<file path="src/rtl/gpu_wb_prim_assembler_pkg.sv">
// Shared GPU writeback definitions: opcodes, datapath widths and FSM states.
package gpu_wb_prim_assembler_pkg;

  localparam int unsigned OPCODE_WIDTH = 8;
  localparam int unsigned REG_WIDTH    = 16;

  localparam logic [OPCODE_WIDTH-1:0] OP_NOP            = 8'h00;
  localparam logic [OPCODE_WIDTH-1:0] OP_ADD            = 8'h01;
  localparam logic [OPCODE_WIDTH-1:0] OP_SETCOLOR       = 8'h20;
  localparam logic [OPCODE_WIDTH-1:0] OP_BEGINPRIMITIVE = 8'h21;
  localparam logic [OPCODE_WIDTH-1:0] OP_SETVERTEX      = 8'h22;
  localparam logic [OPCODE_WIDTH-1:0] OP_ENDPRIMITIVE   = 8'h23;

  typedef enum logic [0:0] {
    StIdle,
    StCollect
  } prim_state_e;

endpackage

</file>
<file path="src/rtl/gpu_prim_fifo.sv">
// Assembled-primitive queue; state updates on the falling clock edge.
module gpu_prim_fifo #(
  parameter int unsigned Width = 8,
  parameter int unsigned Depth = 4
) (
  input  logic             clk,
  input  logic             rst_n,
  input  logic             push,
  input  logic             pop,
  input  logic [Width-1:0] wdata,
  output logic [Width-1:0] rdata,
  output logic             full,
  output logic             empty
);

  localparam int unsigned AW = $clog2(Depth);

  logic [Width-1:0] mem [Depth];
  logic [AW:0]      wptr_q, rptr_q;
  logic             push_en, pop_en;

  // Extra pointer MSB separates full from empty when the indices match.
  assign full    = (wptr_q[AW] != rptr_q[AW]) && (wptr_q[AW-1:0] == rptr_q[AW-1:0]);
  assign empty   = (wptr_q == rptr_q);
  assign push_en = push & ~full;
  assign pop_en  = pop & ~empty;
  // Gate the head with empty so the output reads zero out of reset.
  assign rdata   = empty ? '0 : mem[rptr_q[AW-1:0]];

  // Pointer update.
  always_ff @(negedge clk or negedge rst_n) begin
    if (!rst_n) begin
      wptr_q <= '0;
      rptr_q <= '0;
    end else begin
      if (push_en) wptr_q <= wptr_q + 1'b1;
      if (pop_en)  rptr_q <= rptr_q + 1'b1;
    end
  end

  // Storage write; contents need no reset.
  always_ff @(negedge clk) begin
    if (push_en) mem[wptr_q[AW-1:0]] <= wdata;
  end

endmodule

</file>
<file path="src/rtl/gpu_wb_prim_assembler.sv">
// GPU writeback: retires scalar/CC results and assembles vertices into primitives.
module gpu_wb_prim_assembler
  import gpu_wb_prim_assembler_pkg::*;
#(
  parameter int unsigned NUM_VERT   = 3,
  parameter int unsigned COORD_W    = 10,
  parameter int unsigned COLOR_W    = 12,
  parameter int unsigned FIFO_DEPTH = 4
) (
  input  logic                            I_CLOCK,
  input  logic                            I_RESET_N,
  input  logic                            I_LOCK,
  input  logic                            I_Valid,
  input  logic [OPCODE_WIDTH-1:0]         I_Opcode,
  input  logic                            I_StripMode,
  input  logic [3:0]                      I_DestRegIdx,
  input  logic [REG_WIDTH-1:0]            I_DestValue,
  input  logic [2:0]                      I_CCValue,
  input  logic                            I_RegWEn,
  input  logic                            I_CCWEn,
  input  logic [2*COORD_W-1:0]            I_VertexXY,
  output logic                            O_Stall,
  output logic                            O_RegWEn,
  output logic                            O_CCWEn,
  output logic [3:0]                      O_WriteBackRegIdx,
  output logic [REG_WIDTH-1:0]            O_WriteBackData,
  output logic [2:0]                      O_CCValue,
  output logic                            O_PrimValid,
  input  logic                            I_PrimReady,
  output logic [NUM_VERT*2*COORD_W-1:0]   O_PrimVerts,
  output logic [COLOR_W-1:0]              O_PrimColor,
  output logic [7:0]                      O_DropCount
);

  localparam int unsigned VERT_W = 2 * COORD_W;
  localparam int unsigned CNT_W  = 2;
  localparam int unsigned PRIM_W = NUM_VERT * VERT_W + COLOR_W;

  prim_state_e          state_q, state_d;
  logic [CNT_W-1:0]     vcnt_q, vcnt_d;
  logic                 strip_q, strip_d;
  logic                 emitted_q, emitted_d;
  logic [COLOR_W-1:0]   color_q, color_d;
  logic [7:0]           drop_q, drop_d;
  logic [VERT_W-1:0]    vbuf_q [NUM_VERT-1];
  logic [VERT_W-1:0]    vbuf_d [NUM_VERT-1];

  logic                 is_vertex, is_color, is_begin, is_end;
  logic                 completing, accept, partial, drop_inc;
  logic                 push, pop, fifo_full, fifo_empty;
  logic [NUM_VERT*VERT_W-1:0] push_verts;
  logic [PRIM_W-1:0]    fifo_rdata;

  assign is_vertex  = (I_Opcode == OP_SETVERTEX);
  assign is_color   = (I_Opcode == OP_SETCOLOR);
  assign is_begin   = (I_Opcode == OP_BEGINPRIMITIVE);
  assign is_end     = (I_Opcode == OP_ENDPRIMITIVE);
  assign completing = (state_q == StCollect) && (vcnt_q == CNT_W'(NUM_VERT - 1));
  assign O_Stall    = I_LOCK & I_Valid & is_vertex & completing & fifo_full;
  assign accept     = I_LOCK & I_Valid & ~O_Stall;
  // A strip that has emitted owns its retained vertices; nothing is lost on END.
  assign partial    = (vcnt_q != '0) && (!strip_q || !emitted_q);

  // Pack buffered vertices plus the incoming one, v0 in the LSBs.
  always_comb begin
    push_verts = '0;
    for (int i = 0; i < int'(NUM_VERT) - 1; i++) begin
      push_verts[i*VERT_W +: VERT_W] = vbuf_q[i];
    end
    push_verts[(NUM_VERT-1)*VERT_W +: VERT_W] = I_VertexXY;
  end

  // Primitive FSM next-state, vertex buffer, colour and drop accounting.
  always_comb begin
    state_d   = state_q;
    vcnt_d    = vcnt_q;
    strip_d   = strip_q;
    emitted_d = emitted_q;
    color_d   = color_q;
    drop_d    = drop_q;
    vbuf_d    = vbuf_q;
    push      = 1'b0;
    drop_inc  = 1'b0;

    if (accept) begin
      if (is_color) color_d = I_DestValue[COLOR_W-1:0];
      unique case (state_q)
        StIdle: begin
          if (is_begin) begin
            state_d   = StCollect;
            vcnt_d    = '0;
            strip_d   = I_StripMode;
            emitted_d = 1'b0;
          end
        end
        StCollect: begin
          if (is_begin) begin
            drop_inc  = partial;
            vcnt_d    = '0;
            strip_d   = I_StripMode;
            emitted_d = 1'b0;
          end else if (is_end) begin
            drop_inc = partial;
            state_d  = StIdle;
            vcnt_d   = '0;
          end else if (is_vertex) begin
            if (completing) begin
              push = 1'b1;
              if (strip_q) begin
                for (int i = 0; i < int'(NUM_VERT) - 2; i++) vbuf_d[i] = vbuf_q[i+1];
                vbuf_d[NUM_VERT-2] = I_VertexXY;
                emitted_d          = 1'b1;
              end else begin
                vcnt_d = '0;
              end
            end else begin
              for (int i = 0; i < int'(NUM_VERT) - 1; i++) begin
                if (vcnt_q == CNT_W'(i)) vbuf_d[i] = I_VertexXY;
              end
              vcnt_d = vcnt_q + 1'b1;
            end
          end
        end
        default: ;
      endcase
    end

    if (drop_inc && (drop_q != 8'hFF)) drop_d = drop_q + 8'd1;
  end

  // Primitive FSM state register.
  always_ff @(negedge I_CLOCK or negedge I_RESET_N) begin
    if (!I_RESET_N) begin
      state_q   <= StIdle;
      vcnt_q    <= '0;
      strip_q   <= 1'b0;
      emitted_q <= 1'b0;
      color_q   <= '0;
      drop_q    <= '0;
      for (int i = 0; i < int'(NUM_VERT) - 1; i++) vbuf_q[i] <= '0;
    end else begin
      state_q   <= state_d;
      vcnt_q    <= vcnt_d;
      strip_q   <= strip_d;
      emitted_q <= emitted_d;
      color_q   <= color_d;
      drop_q    <= drop_d;
      vbuf_q    <= vbuf_d;
    end
  end

  // Scalar/CC retirement; enables are single-cycle pulses per accepted instruction.
  always_ff @(negedge I_CLOCK or negedge I_RESET_N) begin
    if (!I_RESET_N) begin
      O_RegWEn          <= 1'b0;
      O_CCWEn           <= 1'b0;
      O_WriteBackRegIdx <= '0;
      O_WriteBackData   <= '0;
      O_CCValue         <= '0;
    end else begin
      O_RegWEn <= accept & I_RegWEn;
      O_CCWEn  <= accept & I_CCWEn;
      if (accept) begin
        O_WriteBackRegIdx <= I_DestRegIdx;
        O_WriteBackData   <= I_DestValue;
        O_CCValue         <= I_CCValue;
      end
    end
  end

  assign pop         = O_PrimValid & I_PrimReady;
  assign O_PrimValid = ~fifo_empty;
  assign O_PrimVerts = fifo_rdata[NUM_VERT*VERT_W-1:0];
  assign O_PrimColor = fifo_rdata[PRIM_W-1 -: COLOR_W];
  assign O_DropCount = drop_q;

  gpu_prim_fifo #(
    .Width (PRIM_W),
    .Depth (FIFO_DEPTH)
  ) u_fifo (
    .clk   (I_CLOCK),
    .rst_n (I_RESET_N),
    .push  (push),
    .pop   (pop),
    .wdata ({color_q, push_verts}),
    .rdata (fifo_rdata),
    .full  (fifo_full),
    .empty (fifo_empty)
  );

endmodule

</file>
<file path="config.mk">
export PLATFORM = sky130hd
export DESIGN_NAME = gpu_wb_prim_assembler
export DESIGN_NICKNAME = d
export VERILOG_FILES = /design/src/rtl/gpu_wb_prim_assembler_pkg.sv /design/src/rtl/gpu_prim_fifo.sv /design/src/rtl/gpu_wb_prim_assembler.sv
export SDC_FILE = /design/constraint.sdc
export NUM_CORES = 1
export LEC_CHECK = 0
export ABC_CLOCK_PERIOD_IN_PS = 5000
export BUFFER_PORTS_ARGS = -buffer_cell sky130_fd_sc_hd__buf_2
export CORE_ASPECT_RATIO = 0.75
export CORE_UTILIZATION = 50
export CTS_CLUSTER_SIZE = 40
export DETAILED_ROUTE_END_ITERATION = 10
export GPL_TIMING_DRIVEN = 0
export PLACE_DENSITY_LB_ADDON = 0.2
export SLEW_MARGIN = 30
export SYNTH_ARGS = -nofsm -noshare
export SYNTH_HDL_FRONTEND = slang
export SYNTH_SLANG_ARGS = --single-unit
</file>
<file path="constraint.sdc">
create_clock -name I_CLOCK -period 5 [get_ports I_CLOCK]
set_input_delay 0 -clock I_CLOCK [delete_from_list [all_inputs] [get_ports I_CLOCK]]
set_output_delay 0 -clock I_CLOCK [all_outputs]
set_load 0.005 [all_outputs]
</file>
==> results_dict.tcl <==
set metrics [dict create \
    finClkSkew_ns 0.0765 \
    hpwl_um 18600 \
    synthArstFlopShare_pct 25.0 \
    fp-row-count 54 \
    cts_hold_buf 0 \
    whs_ns 0.434 \
    core_area_um2 29400 \
    syn-cell-area_um2 15100 \
    grt_overflow 0 \
    leakage_uw 0.00883 \
    finalNonFillerCells 1672 \
    synth.most_common_cell "edfxtp_1" \
    hold_path_class "primary input to output pin" \
    routedWlPerCell_um 18.8 \
    synth_edf_count 288 \
    cp-endpoint "O_PrimVerts[27]" \
    place_ws_ns -0.324 \
    crit_start "u_fifo.rptr_q[0]$_DFFE_NN0P_" \
    drive_gt1_share_pct 34.7 \
    syn_inst 754 \
    area_growth_pct 25.1 \
    critical_path_arrival_ns 4.95 \
    track_usage_pct 21.0 \
    cts_setup_buffers 0 \
    dieArea_um2 30900 \
    r2r_slack_ns 1.91 \
    maxCapViolCount 0 \
    reg2reg_to "u_fifo.mem[3][18]$_DFFE_NP_" \
    end_kind "output pin" \
    multiInputGateArea_um2 3860 \
    avgSynthCellArea_um2 20.0 \
    clk_pin_slew_worst_paths_ns 0.05 \
    first_iter_violations 530 \
    regArea_um2 11100 \
    tritoncts "built" \
    power.density_nw_per_um2 454 \
    r2r_cells 5 \
    num_vias 8516 \
    yosysWarnings 0 \
    ys_top_cells_by_area "edfxtp_1 (57%), dfrtn_1 (16%), mux4_2 (11%), mux2_2 (7.5%), and2_1 (3.2%)" \
    cts_made_buffers 38 \
    clock_path_buffers 3 \
    setup_viol 0 \
    setup_slack_ns 0.0538 \
    grt_pass1_wl_um 49200 \
    hold_path.startpoint "I_Opcode[3]" \
    synth_cell_types 41 \
    worst_ep_required_time_ns 5.00 \
    relSlewSlack_pct 42.9 \
    cts_max_level 2 \
    drc 0 \
    antenna_found_initial 1 \
    tightest_slew_ns 0.856 \
    grt_max_degree 60 \
    synth_area_leader_cell "edfxtp_1" \
    worst-setup-path-type "flip-flop to output pin" \
    cts_resized 22 \
    maxSlewViolCount 0 \
    firstDrtPassIters 5 \
    cts_root_buf "clkbuf_16" \
    routabilityCongestion 0.786 \
    avgViaCountPerCell 5.09 \
    dp.cells 1316 \
    antenna_left 0 \
    nFillCells 2205 \
    first_global_vias 8891 \
    r2r-start "state_q$_DFFE_NN0N_" \
    syn_nets 819 \
    status "finished, final reports clean" \
    ys_seq_elements 384 \
    yosysSeqAreaShare_pct 73.2 \
    die_w_um 203 \
    finalPower_uw 8590 \
    fp.dieH_um 152 \
    cp_max_fo 10 \
    wl_um 31500 \
    hold_viol 0 \
    nets 1316 \
    cp-start-kind "flip-flop" \
    rsz0062_at_grt "yes" \
    ys.flop_type "edfxtp_1" \
    clock_sinks 384 \
    synthTopCellsByCount "edfxtp_1 (288), mux2_2 (100), dfrtn_1 (96)" \
    yosys.area.top_type_share_pct 57.3 \
    insertion_delay_ns 0.60 \
    ios 166 \
    irDropWorstVdd_mv 0.280 \
    port_buffers 165 \
    start_util_pct 51.4 \
]
-- flip-flops by register name, indices dropped and copies added (netlist names) --
signal             cells
u_fifo.wptr_q          3
O_RegWEn               1
state_q                1
O_CCValue              3
O_WriteBackRegIdx      4
u_fifo.mem           288
u_fifo.rptr_q          3
strip_q                1
vcnt_q                 2
O_DropCount            8
color_q               12
emitted_q              1
push_verts            40
O_WriteBackData       16
O_CCWEn                1
-- worst min-delay path by stage --
stage                                              end  slack, ns  depth (start not counted)
after floorplan                                O_Stall       0.18                          3
after detailed placement                       O_Stall       0.43                          5
after global placement    u_fifo.rptr_q[2]$_DFFE_NN0P_       0.43                          1
after CTS                                      O_Stall       0.43                          5
final                                          O_Stall       0.43                          5
after global routing      u_fifo.rptr_q[2]$_DFFE_NN0P_       0.44                          1
-- critical path, cell delays in order, from the launching register on --
cell and delay [ns]:
dfrtn_1 0.45, clkbuf_4 0.29, buf_4 0.30, mux4_2 0.53, and2_1 0.20, buf_2 0.13
-- metal layers --
metal / share of wire [%] / track usage, %
met2: 48 / 32.8
met1: 45 / 29.6
met3: 5.1 / 4.94
met5: 0 / 0
met4: 1.5 / 6.16
-- kinds of logic after synthesis --
kind of cell	after synthesis	share of synthesized area [%]
AOI/OAI and AO/OA	10	0.622
xor gates and xnor gates	13	0.754
adders and majority gates	6	0.497
buffers and inverters	42	1.31
DFF	384	73.2
muxes	174	18.3
and+or+nand+nor	125	5.28
-- area by class of cell --
type                    count  share of cell area (%)
flip-flops and latches    384                    58.5
multi-input cells         328                    20.4
clock inverters           306                    6.50
clock buffers              50                    5.65
repair buffers            170                    5.09
well taps                 392                    2.60
plain buffers              34                    1.10
inverters                   7                   0.139
diodes                      1                  0.0132
-- cells in the final DEF (no fill, tap or decap), drive strengths merged --
| master | netlist | layout |
|---|---|---|
| o21ai | 1 | 1 |
| clkinv | 0 | 9 |
| nor3 | 4 | 4 |
| and3 | 2 | 2 |
| a41oi | 1 | 1 |
| or3 | 1 | 1 |
| nand2b | 2 | 2 |
| mux2 | 100 | 100 |
| nand3 | 9 | 9 |
| nor4 | 3 | 3 |
| dfrtn | 96 | 96 |
| inv | 8 | 297 |
| nand2 | 7 | 7 |
| a21o | 1 | 1 |
| o22a | 1 | 1 |
| and4bb | 1 | 1 |
| and2 | 78 | 78 |
| edfxtp | 288 | 288 |
| clkbuf | 16 | 66 |
| bufinv | 0 | 2 |
| a2111oi | 2 | 2 |
| xnor2 | 5 | 5 |
| a211oi | 1 | 1 |
| nor2 | 5 | 5 |
| xor2 | 8 | 8 |
| clkinvlp | 0 | 5 |
| buf | 18 | 188 |
| nor3b | 1 | 1 |
| mux4 | 72 | 72 |
| mux2i | 2 | 2 |
| nand3b | 5 | 5 |
| nand4 | 1 | 1 |
| a21oi | 2 | 2 |
| diode | 0 | 1 |
| nor2b | 2 | 2 |
| ha | 6 | 6 |
| nor4b | 4 | 4 |
| o2111ai | 1 | 1 |
-- per-stage QoR --
step	setup TNS [ns]	utilization [%]	cell area (um2)
2_1_floorplan	0	-	15100
3_3_place_gp	-276.35	55.9	16400
3_5_place_dp	-44.69	56.3	16600
4_1_cts	0	64.3	18900
5_1_grt	-1.08	64.3	18900
6_report	0	64.3	18900
-- power by group --
group / switching, uW / leakage [uW] / internal (uW) / total [uW]
clock: 1760 / 0.00212 / 1920 / 3680
sequential: 32.8 / 0.00433 / 3480 / 3510
combinational: 705 / 0.00238 / 688 / 1390
total: 2500 / 0.00883 / 6080 / 8590
Power figures use the tool's default switching activity.
